$ cat config.mk
export PLATFORM = sky130hd
export DESIGN_NAME = mem_sram_ctrl_flat
export DESIGN_NICKNAME = d
export VERILOG_FILES = /design/src/rtl/mem_sram_ctrl_if.sv /design/src/rtl/mem_sram_ctrl.sv /design/src/flat_wrapper.sv
export SDC_FILE = /design/constraint.sdc
export NUM_CORES = 1
export LEC_CHECK = 0
export ABC_AREA = 1
export BUFFER_PORTS_ARGS = -buffer_cell sky130_fd_sc_hd__buf_2
export CAP_MARGIN = 20
export CORE_ASPECT_RATIO = 1.2
export CORE_MARGIN = 10
export CORE_UTILIZATION = 35
export CTS_BUF_LIST = sky130_fd_sc_hd__clkbuf_4 sky130_fd_sc_hd__clkbuf_8
export CTS_CLUSTER_DIAMETER = 150
export DETAILED_ROUTE_END_ITERATION = 8
export REMOVE_ABC_BUFFERS = 1
export SYNTH_ARGS = -nofsm -noshare
export SYNTH_HDL_FRONTEND = slang
export SYNTH_SLANG_ARGS = --single-unit
$ cat constraint.sdc
create_clock -name clk -period 2.5 [get_ports clk]
set_input_delay 0 -clock clk [delete_from_list [all_inputs] [get_ports clk]]
set_output_delay 0 -clock clk [all_outputs]
set_load 0.01 [all_outputs]
$ cat src/rtl/mem_sram_ctrl_if.sv
`default_nettype none
// ============================================================================
// Module   : mem_sram_ctrl_if
// Purpose  : Bundles the pipeline-side request/response signals and the
//            external 16-bit asynchronous SRAM pad signals of the data-memory
//            access stage.
// Ports    : pipeline side - MEM_R_EN, MEM_W_EN, ALU_result, ST_val,
//                            MEM_result, ready
//            SRAM side     - SRAM_ADDR, SRAM_DQ_out, SRAM_DQ_in,
//                            SRAM_DQ_oe, SRAM_WE_N
//            slave modport : the controller; master modport : its environment
// Revision : 1.0 - initial release
// ============================================================================
interface mem_sram_ctrl_if #(
    parameter int SRAM_AW = 18
);
    logic               MEM_R_EN;
    logic               MEM_W_EN;
    logic [31:0]        ALU_result;
    logic [31:0]        ST_val;
    logic [31:0]        MEM_result;
    logic               ready;
    logic [SRAM_AW-1:0] SRAM_ADDR;
    logic [15:0]        SRAM_DQ_out;
    logic [15:0]        SRAM_DQ_in;
    logic               SRAM_DQ_oe;
    logic               SRAM_WE_N;

    modport slave (
        input  MEM_R_EN, MEM_W_EN, ALU_result, ST_val, SRAM_DQ_in,
        output MEM_result, ready, SRAM_ADDR, SRAM_DQ_out, SRAM_DQ_oe, SRAM_WE_N
    );

    modport master (
        output MEM_R_EN, MEM_W_EN, ALU_result, ST_val, SRAM_DQ_in,
        input  MEM_result, ready, SRAM_ADDR, SRAM_DQ_out, SRAM_DQ_oe, SRAM_WE_N
    );
endinterface
`default_nettype wire

$ cat src/rtl/mem_sram_ctrl.sv
`default_nettype none
// ============================================================================
// Module   : mem_sram_ctrl
// Purpose  : Data-memory access stage. Splits one 32-bit load/store into two
//            16-bit accesses (low halfword, then high halfword) on an external
//            asynchronous SRAM. ready is low while an access is in flight so
//            the pipeline can freeze.
// Ports    : clk - pipeline clock
//            rst - synchronous, active-low reset
//            bus - mem_sram_ctrl_if.slave (pipeline request/response + pads)
// Revision : 1.0 - initial release
// ============================================================================
module mem_sram_ctrl #(
    parameter logic [31:0] BASE_ADDR   = 32'd1024,
    parameter int          SRAM_AW     = 18,
    parameter int          WAIT_CYCLES = 1
) (
    input  logic           clk,
    input  logic           rst,
    mem_sram_ctrl_if.slave bus
);

    localparam int CNT_W = (WAIT_CYCLES > 0) ? $clog2(WAIT_CYCLES + 1) : 1;
    localparam logic [CNT_W-1:0] c_LAST = CNT_W'(WAIT_CYCLES);

    localparam logic [1:0] c_IDLE = 2'd0;
    localparam logic [1:0] c_LO   = 2'd1;
    localparam logic [1:0] c_HI   = 2'd2;
    localparam logic [1:0] c_DONE = 2'd3;

    logic [1:0]         r_state;
    logic [1:0]         w_next_state;
    logic [CNT_W-1:0]   r_cnt;
    logic [SRAM_AW-2:0] r_word;
    logic [31:0]        r_st_val;
    logic               r_is_wr;
    logic [31:0]        r_mem_result;
    logic [SRAM_AW-1:0] r_sram_addr;

    logic               w_request;
    logic               w_last;
    logic               w_in_phase;
    logic [SRAM_AW-2:0] w_word;
    logic               w_ready;
    logic               w_we_n;
    logic               w_oe;
    logic [15:0]        w_dq_out;

    assign w_request  = bus.MEM_R_EN | bus.MEM_W_EN;
    assign w_last     = (r_cnt == c_LAST);
    assign w_in_phase = (r_state == c_LO) || (r_state == c_HI);
    // Word index relative to BASE_ADDR; the truncation makes out-of-range
    // addresses wrap around the SRAM and drops the byte offset bits.
    assign w_word     = (SRAM_AW-1)'((bus.ALU_result - BASE_ADDR) >> 2);

    always_comb begin
        w_next_state = r_state;
        w_ready      = 1'b0;
        case (r_state)
            c_IDLE: begin
                w_ready = ~w_request;
                if (w_request) w_next_state = c_LO;
            end
            c_LO:   if (w_last) w_next_state = c_HI;
            c_HI:   if (w_last) w_next_state = c_DONE;
            c_DONE: begin
                w_ready      = 1'b1;
                w_next_state = c_IDLE;
            end
            default: w_next_state = c_IDLE;
        endcase

        // Write strobe is held low for every cycle of both store phases.
        w_oe     = w_in_phase & r_is_wr;
        w_we_n   = ~w_oe;
        w_dq_out = 16'h0000;
        if (w_oe) w_dq_out = (r_state == c_HI) ? r_st_val[31:16] : r_st_val[15:0];
    end

    always_ff @(posedge clk) begin
        if (!rst) begin
            r_state      <= c_IDLE;
            r_cnt        <= '0;
            r_word       <= '0;
            r_st_val     <= 32'h0;
            r_is_wr      <= 1'b0;
            r_mem_result <= 32'h0;
            r_sram_addr  <= '0;
        end else begin
            r_state <= w_next_state;
            case (r_state)
                c_IDLE: begin
                    if (w_request) begin
                        r_word      <= w_word;
                        r_st_val    <= bus.ST_val;
                        r_is_wr     <= bus.MEM_W_EN;  // store wins if both set
                        r_sram_addr <= {w_word, 1'b0};
                        r_cnt       <= '0;
                    end
                end
                c_LO: begin
                    if (w_last) begin
                        r_cnt       <= '0;
                        r_sram_addr <= {r_word, 1'b1};
                        if (!r_is_wr) r_mem_result[15:0] <= bus.SRAM_DQ_in;
                    end else begin
                        r_cnt <= r_cnt + 1'b1;
                    end
                end
                c_HI: begin
                    if (w_last) begin
                        r_cnt <= '0;
                        if (!r_is_wr) r_mem_result[31:16] <= bus.SRAM_DQ_in;
                    end else begin
                        r_cnt <= r_cnt + 1'b1;
                    end
                end
                default: ;
            endcase
        end
    end

    assign bus.ready       = w_ready;
    assign bus.MEM_result  = r_mem_result;
    assign bus.SRAM_ADDR   = r_sram_addr;
    assign bus.SRAM_DQ_out = w_dq_out;
    assign bus.SRAM_DQ_oe  = w_oe;
    assign bus.SRAM_WE_N   = w_we_n;

endmodule
`default_nettype wire

$ cat src/flat_wrapper.sv
// flat-port wrapper written by rule: the top's interface ports become plain ports
module mem_sram_ctrl_flat 
#(
    parameter logic [31:0] BASE_ADDR   = 32'd1024,
    parameter int          SRAM_AW     = 18,
    parameter int          WAIT_CYCLES = 1
)
  (clk, rst, bus_MEM_R_EN, bus_MEM_W_EN, bus_ALU_result, bus_ST_val, bus_SRAM_DQ_in, bus_MEM_result, bus_ready, bus_SRAM_ADDR, bus_SRAM_DQ_out, bus_SRAM_DQ_oe, bus_SRAM_WE_N);
  mem_sram_ctrl_if #(.SRAM_AW(SRAM_AW)) bus_i ();
  input  logic clk;
  input  logic rst;
  input wire logic [$bits(bus_i.MEM_R_EN)-1:0] bus_MEM_R_EN;
  input wire logic [$bits(bus_i.MEM_W_EN)-1:0] bus_MEM_W_EN;
  input wire logic [$bits(bus_i.ALU_result)-1:0] bus_ALU_result;
  input wire logic [$bits(bus_i.ST_val)-1:0] bus_ST_val;
  input wire logic [$bits(bus_i.SRAM_DQ_in)-1:0] bus_SRAM_DQ_in;
  output wire logic [$bits(bus_i.MEM_result)-1:0] bus_MEM_result;
  output wire logic [$bits(bus_i.ready)-1:0] bus_ready;
  output wire logic [$bits(bus_i.SRAM_ADDR)-1:0] bus_SRAM_ADDR;
  output wire logic [$bits(bus_i.SRAM_DQ_out)-1:0] bus_SRAM_DQ_out;
  output wire logic [$bits(bus_i.SRAM_DQ_oe)-1:0] bus_SRAM_DQ_oe;
  output wire logic [$bits(bus_i.SRAM_WE_N)-1:0] bus_SRAM_WE_N;
  assign bus_i.MEM_R_EN = bus_MEM_R_EN;
  assign bus_i.MEM_W_EN = bus_MEM_W_EN;
  assign bus_i.ALU_result = bus_ALU_result;
  assign bus_i.ST_val = bus_ST_val;
  assign bus_i.SRAM_DQ_in = bus_SRAM_DQ_in;
  assign bus_MEM_result = bus_i.MEM_result;
  assign bus_ready = bus_i.ready;
  assign bus_SRAM_ADDR = bus_i.SRAM_ADDR;
  assign bus_SRAM_DQ_out = bus_i.SRAM_DQ_out;
  assign bus_SRAM_DQ_oe = bus_i.SRAM_DQ_oe;
  assign bus_SRAM_WE_N = bus_i.SRAM_WE_N;
  mem_sram_ctrl #(.BASE_ADDR(BASE_ADDR), .SRAM_AW(SRAM_AW), .WAIT_CYCLES(WAIT_CYCLES)) u_core (.clk(clk), .rst(rst), .bus(bus_i));
endmodule
==> summary.txt, run 1 <==
Status - finished, final reports clean
Drt wl/cell - 13.4 microns
Xor/xnor cell area share of the yosys netlist - 0.00199
Final worst-path setup slack - 0.275 ns
Library cells used by synthesis - 23
Clock Tree Buf Depth - 2
R2R Path End - u_core.r_word[4]
Setup_tns - 0 ns
Routed wire length - 13100 microns
Synth Instances - 629
PortBufs - 137
Sequential fraction of the synthesis area - 0.470
CTS H-tree lvls - 3
Worst R2R Path Depth - 7
Worst Setup SP - u_core.r_state[1]
Io pins - 153
Clock Tree Root - clkbuf_8
Clock Sinks - 103
Die H - 143 microns
Fraction of layout cells with a size suffix above 1 - 0.207
Avg Inst Size Synth - 6.98 sq um
Post-CTS setup buffers - 0
Finished Cell Area - 6030 sq um
Critical Path RT - 2.50 ns
Pre-CTS setup slack - 0.663 ns
CTS tree - built
Crit path DAT - 2.23 ns
Post-DR vias/cell - 4.60
Clock Pin Slew Worst Setup and Hold Paths - 0.09 ns
1st-iter DRT viols - 187
Final nets - 902
Max-cap check violation count - 0
Kind of critical path - flip-flop to output port
GRT overflow - 0
CP Capture Type - output port
PwrDens - 987 nW/um^2
GRT Total Usage - 0.149
# resized after CTS - 0
Vias in the first global route - 4477
Global-route wire length before repair - 21300 microns
Post-Synth Simple-Gate Area - 0.197
Rel. slew slack - 0.507
Most common cell after layout, fill and taps aside - buf_2
DP Area - 5200 sq um
Num rows - 44
Initial antenna violation count - 0
Crit path time final - 2.23 ns
Synth Cell Area - 4390 sq um
Crit path max fanout - 18
Lkg Pwr - 0.00288 uW
Skew-Pair Late Insertion Delay - 0.37 ns
Post-Synth Adder-Cell Area - 0.0171
CP startpoint kind - flip-flop
Final hold slack - 0.0252 ns
DRT antenna net count - 0
Synth Register Bits - 103
Max Slew Vio Count - 0
Ys Warns - 0
Largest family of logic cells by synthesized area - compound AO/OA/AOI/OAI gates
Final Wtd Congestion - 0.810
Class of the worst hold path - input port to flip-flop
Worst vdd ir - 0.583 mV
Worst Tran Pin Value - 0.738 ns
Largest net degree at the start of global routing - 48
Final setup viols - 0
Synth Area in Compound Gates - 0.206
Initial Util - 0.359
Layout area overhead - 37.4%
Fin. Hold Viols - 0
Die W - 122 microns
Hold buffers post-CTS - 59
Critical Path Sink - bus_SRAM_DQ_out[10]
Worst-case clock skew - 0.00762 ns
Total CTS buffers - 9
RR Startpoint - u_core.r_state[0]
Fin crit share - 0.890
Ant diodes - 0
Post-synthesis mux area share - 0
Drt pass-1 iters - 6
RSZ-0062 raised after global routing - false
Remaining DRCs - 0
Fmax - 449 MHz
Core ar. - 12200 sq um
DP HPWL - 8840 microns
Vias - 4498
Most frequent cells in the layout - buf_2 (137), nand2_1 (114), dfxtp_1 (103)
Die Footprint - 17400 sq um
Reg2reg setup slack - 0.71 ns
## area by class of cell
type,count,area [sq um]
clock inverters,5,104
clock buffers,10,138
multi-input cells,408,1850
inverters,82,308
fillers,1237,6190
flip-flops and latches,103,2060
well taps,161,201
repair buffers,208,1370
## routing by layer
layer / vias up / track usage / share of wire
met5: - / 0 / 0
met1: 2031 / 0.167 / 0.41
met4: 0 / 0.0559 / 0.017
met3: 16 / 0.0387 / 0.060
met2: 101 / 0.264 / 0.51
li1: 2350 / - / -
## how the worst min path moves through the flow
stage,start,end,slack [ns],cells after the start
finish,bus_ALU_result[17],u_core.bus.SRAM_ADDR[16],0.03,4
global route,bus_ALU_result[17],u_core.bus.SRAM_ADDR[16],0.03,4
CTS,bus_ALU_result[17],u_core.bus.SRAM_ADDR[16],0.0001,4
detailed placement,bus_ALU_result[10],u_core.r_word[8],0.24,2
global placement,bus_ALU_result[10],u_core.r_word[8],0.23,2
floorplan,bus_ALU_result[10],u_core.r_word[8],0.09,1
## sequential cells by signal, summed over array words and instances (netlist names)
register,cells
u_core.r_state,2
u_core.r_cnt,1
u_core.r_word,17
u_core.bus.MEM_result,32
u_core.bus.SRAM_ADDR,18
u_core.r_st_val,32
u_core.r_is_wr,1
## critical path: stages (launching register included)
cell,delay (ns)
dfxtp_1,0.40
inv_1,0.09
ha_1,0.35
nand2_1,0.45
a21oi_1,0.37
buf_2,0.19
## cells in the mapped netlist (all sizes together)
cell type	number	area [sq um]
nand2	115	434
dfxtp	103	2060
o21ai	93	465
nor2	91	342
inv	81	304
a21oi	80	404
buf	18	98.8
clkbuf	18	70.1
nand3	17	85.1
ha	6	75.1
o211ai	3	27.5
clkinv	1	3.75
nor3	1	5.00
o22ai	1	6.26
xor2	1	8.76
## cells by family after synthesis
kind of cell,Yosys count
compound gates,177
xor+xnor,1
fa+ha+maj,6
buf+inv,118
flops,103
simple gates,224
## power breakdown
| group | switching [uW] | internal [uW] | total (uW) |
|---|---|---|---|
| clock network | 582 | 689 | 1270 |
| registers | 225 | 2100 | 2320 |
| logic | 1500 | 862 | 2360 |
| total | 2300 | 3650 | 5960 |
## metrics by stage
step | total power [uW] | cells | utilization
after floorplan | 3780 | 593 | -
after global placement | 4610 | 903 | 0.425
after detailed placement | 4680 | 903 | 0.425
after CTS | 6030 | 977 | 0.494
after global routing | 6490 | 977 | 0.494
final | 5960 | 977 | 0.494
No activity file was read; power rests on OpenSTA's default activity.
==> inputs of run 2 (changes only) <==
--- a/config.mk
+++ b/config.mk
@@ -14,6 +14,7 @@
 export CTS_BUF_LIST = sky130_fd_sc_hd__clkbuf_4 sky130_fd_sc_hd__clkbuf_8
 export CTS_CLUSTER_DIAMETER = 150
 export DETAILED_ROUTE_END_ITERATION = 8
+export PLACE_DENSITY_LB_ADDON = 0.05
 export REMOVE_ABC_BUFFERS = 1
 export SYNTH_ARGS = -nofsm -noshare
 export SYNTH_HDL_FRONTEND = slang
==> summary.txt, run 2 (synthesized netlist as in run 1, its figures left out) <==
Max Slew Vio Count - 0 (unchanged)
Clock Tree Buf Depth - 2 (unchanged)
Final hold slack - 0.0269 ns (was 0.0252 ns)
PwrDens - 971 nW/um^2 (was 987 nW/um^2)
Finished Layout Cells - 976 (was 977)
Worst vdd ir - 0.470 mV (was 0.583 mV)
Status - finished, final reports clean (unchanged)
Fraction of layout cells with a size suffix above 1 - 0.205 (was 0.207)
Ant diodes - 0 (unchanged)
Die W - 122 microns (unchanged)
Worst-case clock skew - 0.0119 ns (was 0.00762 ns)
Class of the worst hold path - input port to flip-flop (unchanged)
GRT Total Usage - 0.150 (was 0.149)
Post-CTS setup buffers - 0 (unchanged)
Initial antenna violation count - 0 (unchanged)
Total CTS buffers - 9 (unchanged)
Final nets - 901 (was 902)
Crit path max fanout - 18 (unchanged)
Drt wl/cell - 13.5 microns (was 13.4 microns)
PortBufs - 137 (unchanged)
DRT antenna net count - 0 (unchanged)
Skew-Pair Late Insertion Delay - 0.37 ns (about the same)
Fillers - 1268 (was 1237)
Die H - 143 microns (unchanged)
Initial Util - 0.359 (unchanged)
Remaining DRCs - 0 (unchanged)
Final Wtd Congestion - 0.814 (was 0.810)
Crit path time final - 2.21 ns (was 2.23 ns)
Hold Crit Endpoint - u_core.r_word[14] (was u_core.bus.SRAM_ADDR[16])
Io pins - 153 (unchanged)
RSZ-0062 raised after global routing - false (unchanged)
GRT overflow - 0 (unchanged)
Fmax - 453 MHz (was 449 MHz)
DP HPWL - 8810 microns (was 8840 microns)
Max-cap check violation count - 0 (unchanged)
Global-route wire length before repair - 21500 microns (was 21300 microns)
Clock Pin Slew Worst Setup and Hold Paths - 0.09 ns (about the same)
Crit path DAT - 2.21 ns (was 2.23 ns)
Lkg Pwr - 0.00286 uW (was 0.00288 uW)
Clock Tree Root - clkbuf_8 (unchanged)
R2R Path End - u_core.bus.SRAM_ADDR[13] (was u_core.r_word[4])
Critical Path RT - 2.50 ns (about the same)
Fin. Hold Viols - 0 (unchanged)
Layout area overhead - 37.0% (was 37.4%)
Fin crit share - 0.884 (was 0.890)
Kind of critical path - flip-flop to output port (unchanged)
Final setup viols - 0 (unchanged)
Vias - 4504 (was 4498)
Largest net degree at the start of global routing - 68 (was 48)
CTS tree - built (unchanged)
Post-layout total power - 5840 uW (was 5960 uW)
CTS H-tree lvls - 3 (unchanged)
Hold buffers post-CTS - 60 (was 59)
CP Capture Type - output port (unchanged)
Post-route core utilization - 0.492 (was 0.494)
1st-iter DRT viols - 268 (was 187)
Post-DR vias/cell - 4.61 (was 4.60)
Num rows - 44 (unchanged)
Worst R2R Path Depth - 8 (was 7)
Vias in the first global route - 4426 (was 4477)
# resized after CTS - 0 (unchanged)
Drt pass-1 iters - 4 (was 6)
Reg2reg setup slack - 0.65 ns (was 0.71 ns)
Most frequent cells in the layout - buf_2 (137), nand2_1 (114), dfxtp_1 (103) (unchanged)
CP startpoint kind - flip-flop (unchanged)
Worst Tran Pin Value - 0.737 ns (was 0.738 ns)
Routed wire length - 13100 microns (about the same)
Cells after DPL - 901 (was 903)
RR Startpoint - u_core.r_state[0] (unchanged)
Core ar. - 12200 sq um (unchanged)
Die Footprint - 17400 sq um (unchanged)
Hold depth - 5 (was 4)
Setup_tns - 0 ns (unchanged)
Clock Sinks - 103 (unchanged)
Most common cell after layout, fill and taps aside - buf_2 (unchanged)
Rel. slew slack - 0.508 (was 0.507)
HP Start - bus_ALU_result[16] (was bus_ALU_result[17])
## run 2: cell count changes in the layout (fill, tap and decap cells not counted)
| cell | delta |
|---|---|
| clkinvlp_4 | +2 |
| dlygate4sd3_1 | +1 |
| buf_12 | +1 |
| clkinv_2 | -1 |
| bufinv_16 | -1 |
| clkbuf_8 | -1 |
| buf_4 | -3 |
| inv_6 | +1 |
## run 2: worst max path at each step
stage / from / endpoint / slack (ns) / cells past startpoint
2_1_floorplan: u_core.r_state[1] / u_core.bus.MEM_result[0] / 0.32 / 5
3_3_place_gp: u_core.r_state[1] / u_core.bus.SRAM_ADDR[13] / 0.62 / 7
3_5_place_dp: u_core.r_state[1] / u_core.bus.SRAM_ADDR[13] / 0.59 / 7
4_1_cts: u_core.r_state[0] / bus_SRAM_DQ_out[0] / 0.26 / 5
5_1_grt: u_core.r_state[0] / bus_SRAM_DQ_out[0] / 0.14 / 5
6_report: u_core.r_state[0] / bus_SRAM_DQ_out[0] / 0.29 / 5
## run 2: stage by stage
stage / worst slack (ns) / cell area [sq um]
floorplan: 0.319 / 4220
global placement: 0.619 / 5200
detailed placement: 0.588 / 5200
CTS: 0.260 / 6010
global route: 0.145 / 6010
finish: 0.291 / 6010
## run 2: where the power goes
part           internal, uW  total (uW)  switching [uW]
registers              2100        2320             220
clock network           566        1160             597
logic                   858        2360            1500
## run 2: per-layer routing
layer  up-vias  track usage  wire length, microns
met5         -            0                     0
met4         0       0.0540                   153
met3        16       0.0481                  1030
met2       107        0.251                  6270
met1      2029        0.175                  5690
li1       2352            -                     -
## run 2: layout make-up
type | count | area (sq um) | area share
tap | 161 | 201 | 0.0335
timing repair buffer | 207 | 1370 | 0.228
inverter | 82 | 308 | 0.0512
clock inverter | 6 | 92.6 | 0.0154
clock buffer | 9 | 124 | 0.0206
multi-input combinational | 408 | 1850 | 0.308
sequential | 103 | 2060 | 0.343
## run 2: worst max-delay path: stages, from the launching register on
cell	delay, ns
dfxtp_1	0.38
inv_1	0.11
ha_1	0.36
nand2_1	0.45
a21oi_1	0.36
buf_2	0.19
==> inputs of run 3 (changes only) <==
--- a/config.mk
+++ b/config.mk
@@ -5,7 +5,6 @@
 export SDC_FILE = /design/constraint.sdc
 export NUM_CORES = 1
 export LEC_CHECK = 0
-export ABC_AREA = 1
 export BUFFER_PORTS_ARGS = -buffer_cell sky130_fd_sc_hd__buf_2
 export CAP_MARGIN = 20
 export CORE_ASPECT_RATIO = 1.2
==> summary.txt, run 3 <==
Status - finished, final reports clean (unchanged)
Worst vdd ir - 0.399 mV (was 0.470 mV)
Skew-Pair Late Insertion Delay - 0.36 ns (was 0.37 ns)
Setup_tns - 0 ns (unchanged)
Fillers - 1276 (was 1268)
Final setup viols - 0 (unchanged)
Final nets - 799 (was 901)
Routed wire length - 12400 microns (was 13100 microns)
Final Wtd Congestion - 0.738 (was 0.814)
Worst-case clock skew - 0.0137 ns (was 0.0119 ns)
Clock Tree Root - clkbuf_8 (unchanged)
Vias in the first global route - 4089 (was 4426)
Most common cell after layout, fill and taps aside - nand2_1 (was buf_2)
Ant diodes - 0 (unchanged)
Hold buffers post-CTS - 59 (was 60)
CTS tree - built (unchanged)
Drt pass-1 iters - 4 (unchanged)
HP Start - bus_ALU_result[14] (was bus_ALU_result[16])
Max Slew Vio Count - 0 (unchanged)
Clock Pin Slew Worst Setup and Hold Paths - 0.09 ns (about the same)
Worst Setup SP - u_core.r_state[0] (unchanged)
CTS H-tree lvls - 3 (unchanged)
Io pins - 153 (unchanged)
Vias - 4080 (was 4504)
Drt wl/cell - 14.1 microns (was 13.5 microns)
PwrDens - 880 nW/um^2 (was 971 nW/um^2)
Clock Sinks - 103 (unchanged)
Rel. slew slack - 0.364 (was 0.508)
Fin. Hold Viols - 0 (unchanged)
GRT Total Usage - 0.139 (was 0.150)
Total CTS buffers - 9 (unchanged)
Die H - 145 microns (was 143 microns)
Kind of critical path - flip-flop to output port (unchanged)
Library cells used by synthesis - 44 (was 23)
Die Footprint - 17900 sq um (was 17400 sq um)
Most frequent cells in the layout - nand2_1 (170), buf_2 (137), dfxtp_1 (103) (was buf_2 (137), nand2_1 (114), dfxtp_1 (103))
Fmax - 477 MHz (was 453 MHz)
1st-iter DRT viols - 170 (was 268)
Synth Register Bits - 103 (unchanged)
Post-DR vias/cell - 4.65 (was 4.61)
Lkg Pwr - 0.00269 uW (was 0.00286 uW)
Fraction of layout cells with a size suffix above 1 - 0.246 (was 0.205)
Most frequent cell after synthesis - nand2_1 (unchanged)
Async set or reset register ratio after synthesis - 0 (unchanged)
CP startpoint kind - flip-flop (unchanged)
Synth top cells by count - nand2_1 (170), dfxtp_1 (103), a21boi_0 (62) (was nand2_1 (114), dfxtp_1 (103), nor2_1 (91))
Crit path DAT - 2.10 ns (was 2.21 ns)
Synth Instances - 530 (was 629)
Critical Path RT - 2.50 ns (about the same)
RSZ-0062 raised after global routing - false (unchanged)
Die W - 124 microns (was 122 microns)
Class of the worst hold path - input port to flip-flop (unchanged)
DP Area - 5330 sq um (was 5200 sq um)
Num rows - 45 (was 44)
Synth top area share - 0.454 (was 0.470)
Synth Cell Area - 4540 sq um (was 4390 sq um)
Ys Warns - 0 (unchanged)
Top post-synthesis cells by area - dfxtp_1 (45%), nand2_1 (14%), a21boi_0 (10%) (was dfxtp_1 (47%), o21ai_0 (10%), nand2_1 (9.7%))
Core ar. - 12700 sq um (was 12200 sq um)
Main synth FF type - dfxtp_1 (unchanged)
Sequential fraction of the synthesis area - 0.454 (was 0.470)
# resized after CTS - 0 (unchanged)
Max-cap check violation count - 0 (unchanged)
Worst Tran Pin Value - 0.951 ns (was 0.737 ns)
DP HPWL - 8450 microns (was 8810 microns)
Post-synth EDFFs - 0 (unchanged)
Post-layout total power - 5410 uW (was 5840 uW)
Crit path max fanout - 18 (unchanged)
CP Capture Type - output port (unchanged)
GRT overflow - 0 (unchanged)
DRT antenna net count - 0 (unchanged)
Clock Tree Buf Depth - 2 (unchanged)
Fin crit share - 0.839 (was 0.884)
Global-route wire length before repair - 20100 microns (was 21500 microns)
Largest net degree at the start of global routing - 49 (was 68)
Synth area leader - dfxtp_1 (unchanged)
Post-CTS setup buffers - 0 (unchanged)
Initial antenna violation count - 0 (unchanged)
Avg Inst Size Synth - 8.56 sq um (was 6.98 sq um)
RR Startpoint - u_core.r_state[0] (unchanged)
Crit path time final - 2.10 ns (was 2.21 ns)
Remaining DRCs - 0 (unchanged)
Initial Util - 0.358 (was 0.359)
Layout area overhead - 35.5% (was 37.0%)
Finished Cell Area - 6150 sq um (was 6010 sq um)
PortBufs - 137 (unchanged)
-- run 3: worst max-delay path, cell delays in order (launching register included) --
cell	delay, ns
dfxtp_1	0.38
inv_1	0.10
ha_1	0.37
nand2_1	0.46
nor2_1	0.27
buf_2	0.16
-- run 3: logic make-up after synthesis --
logic type | count (synthesis) | share of synthesized area
xor+xnor | 5 | 0.00965
flops | 103 | 0.454
mux | 28 | 0.0618
fa+ha+maj | 6 | 0.0165
compound gates | 113 | 0.190
buf+inv | 42 | 0.0458
simple gates | 233 | 0.222
-- run 3: layout make-up --
class                   count  area, sq um  share of cell area
multi-input cells         385         2280               0.370
flip-flops and latches    103         2060               0.335
repair buffers            205         1360               0.221
well taps                 164          205              0.0334
clock buffers              13          166              0.0271
clock inverters             3         65.1              0.0106
inverters                   5         18.8             0.00305
-- run 3: final timing paths --
check                                                 end  slack, ns  cells after the start
worst min-delay path                    u_core.r_word[12]       0.03                      4
worst max-delay path                  bus_SRAM_DQ_out[13]       0.40                      5
worst min register to register  u_core.bus.MEM_result[25]       0.46                      2
worst max register to register   u_core.bus.SRAM_ADDR[14]       0.55                      7
-- run 3: metal layers --
layer,vias up,global-route usage,part of all wire
met5,-,0,0
met4,0,0.0388,0.012
met3,10,0.0438,0.073
met2,85,0.229,0.46
met1,1882,0.169,0.45
li1,2103,-,-
-- run 3: through the flow --
stage / util / cells / hold slack [ns] / setup slack (ns)
after floorplan: - / 493 / 0.122 / 0.187
after global placement: 0.421 / 803 / 0.250 / 0.601
after detailed placement: 0.421 / 803 / 0.257 / 0.555
after CTS: 0.486 / 878 / 0.00519 / 0.296
after global routing: 0.486 / 878 / 0.0315 / 0.217
final: 0.486 / 878 / 0.0303 / 0.403
-- run 3: where the power goes --
part	leakage (uW)	total [uW]	switching [uW]	internal, uW
logic	0.00173	2050	1200	843
clock network	0.000120	1190	548	641
registers	0.000844	2180	182	1990
total	0.00269	5410	1940	3480
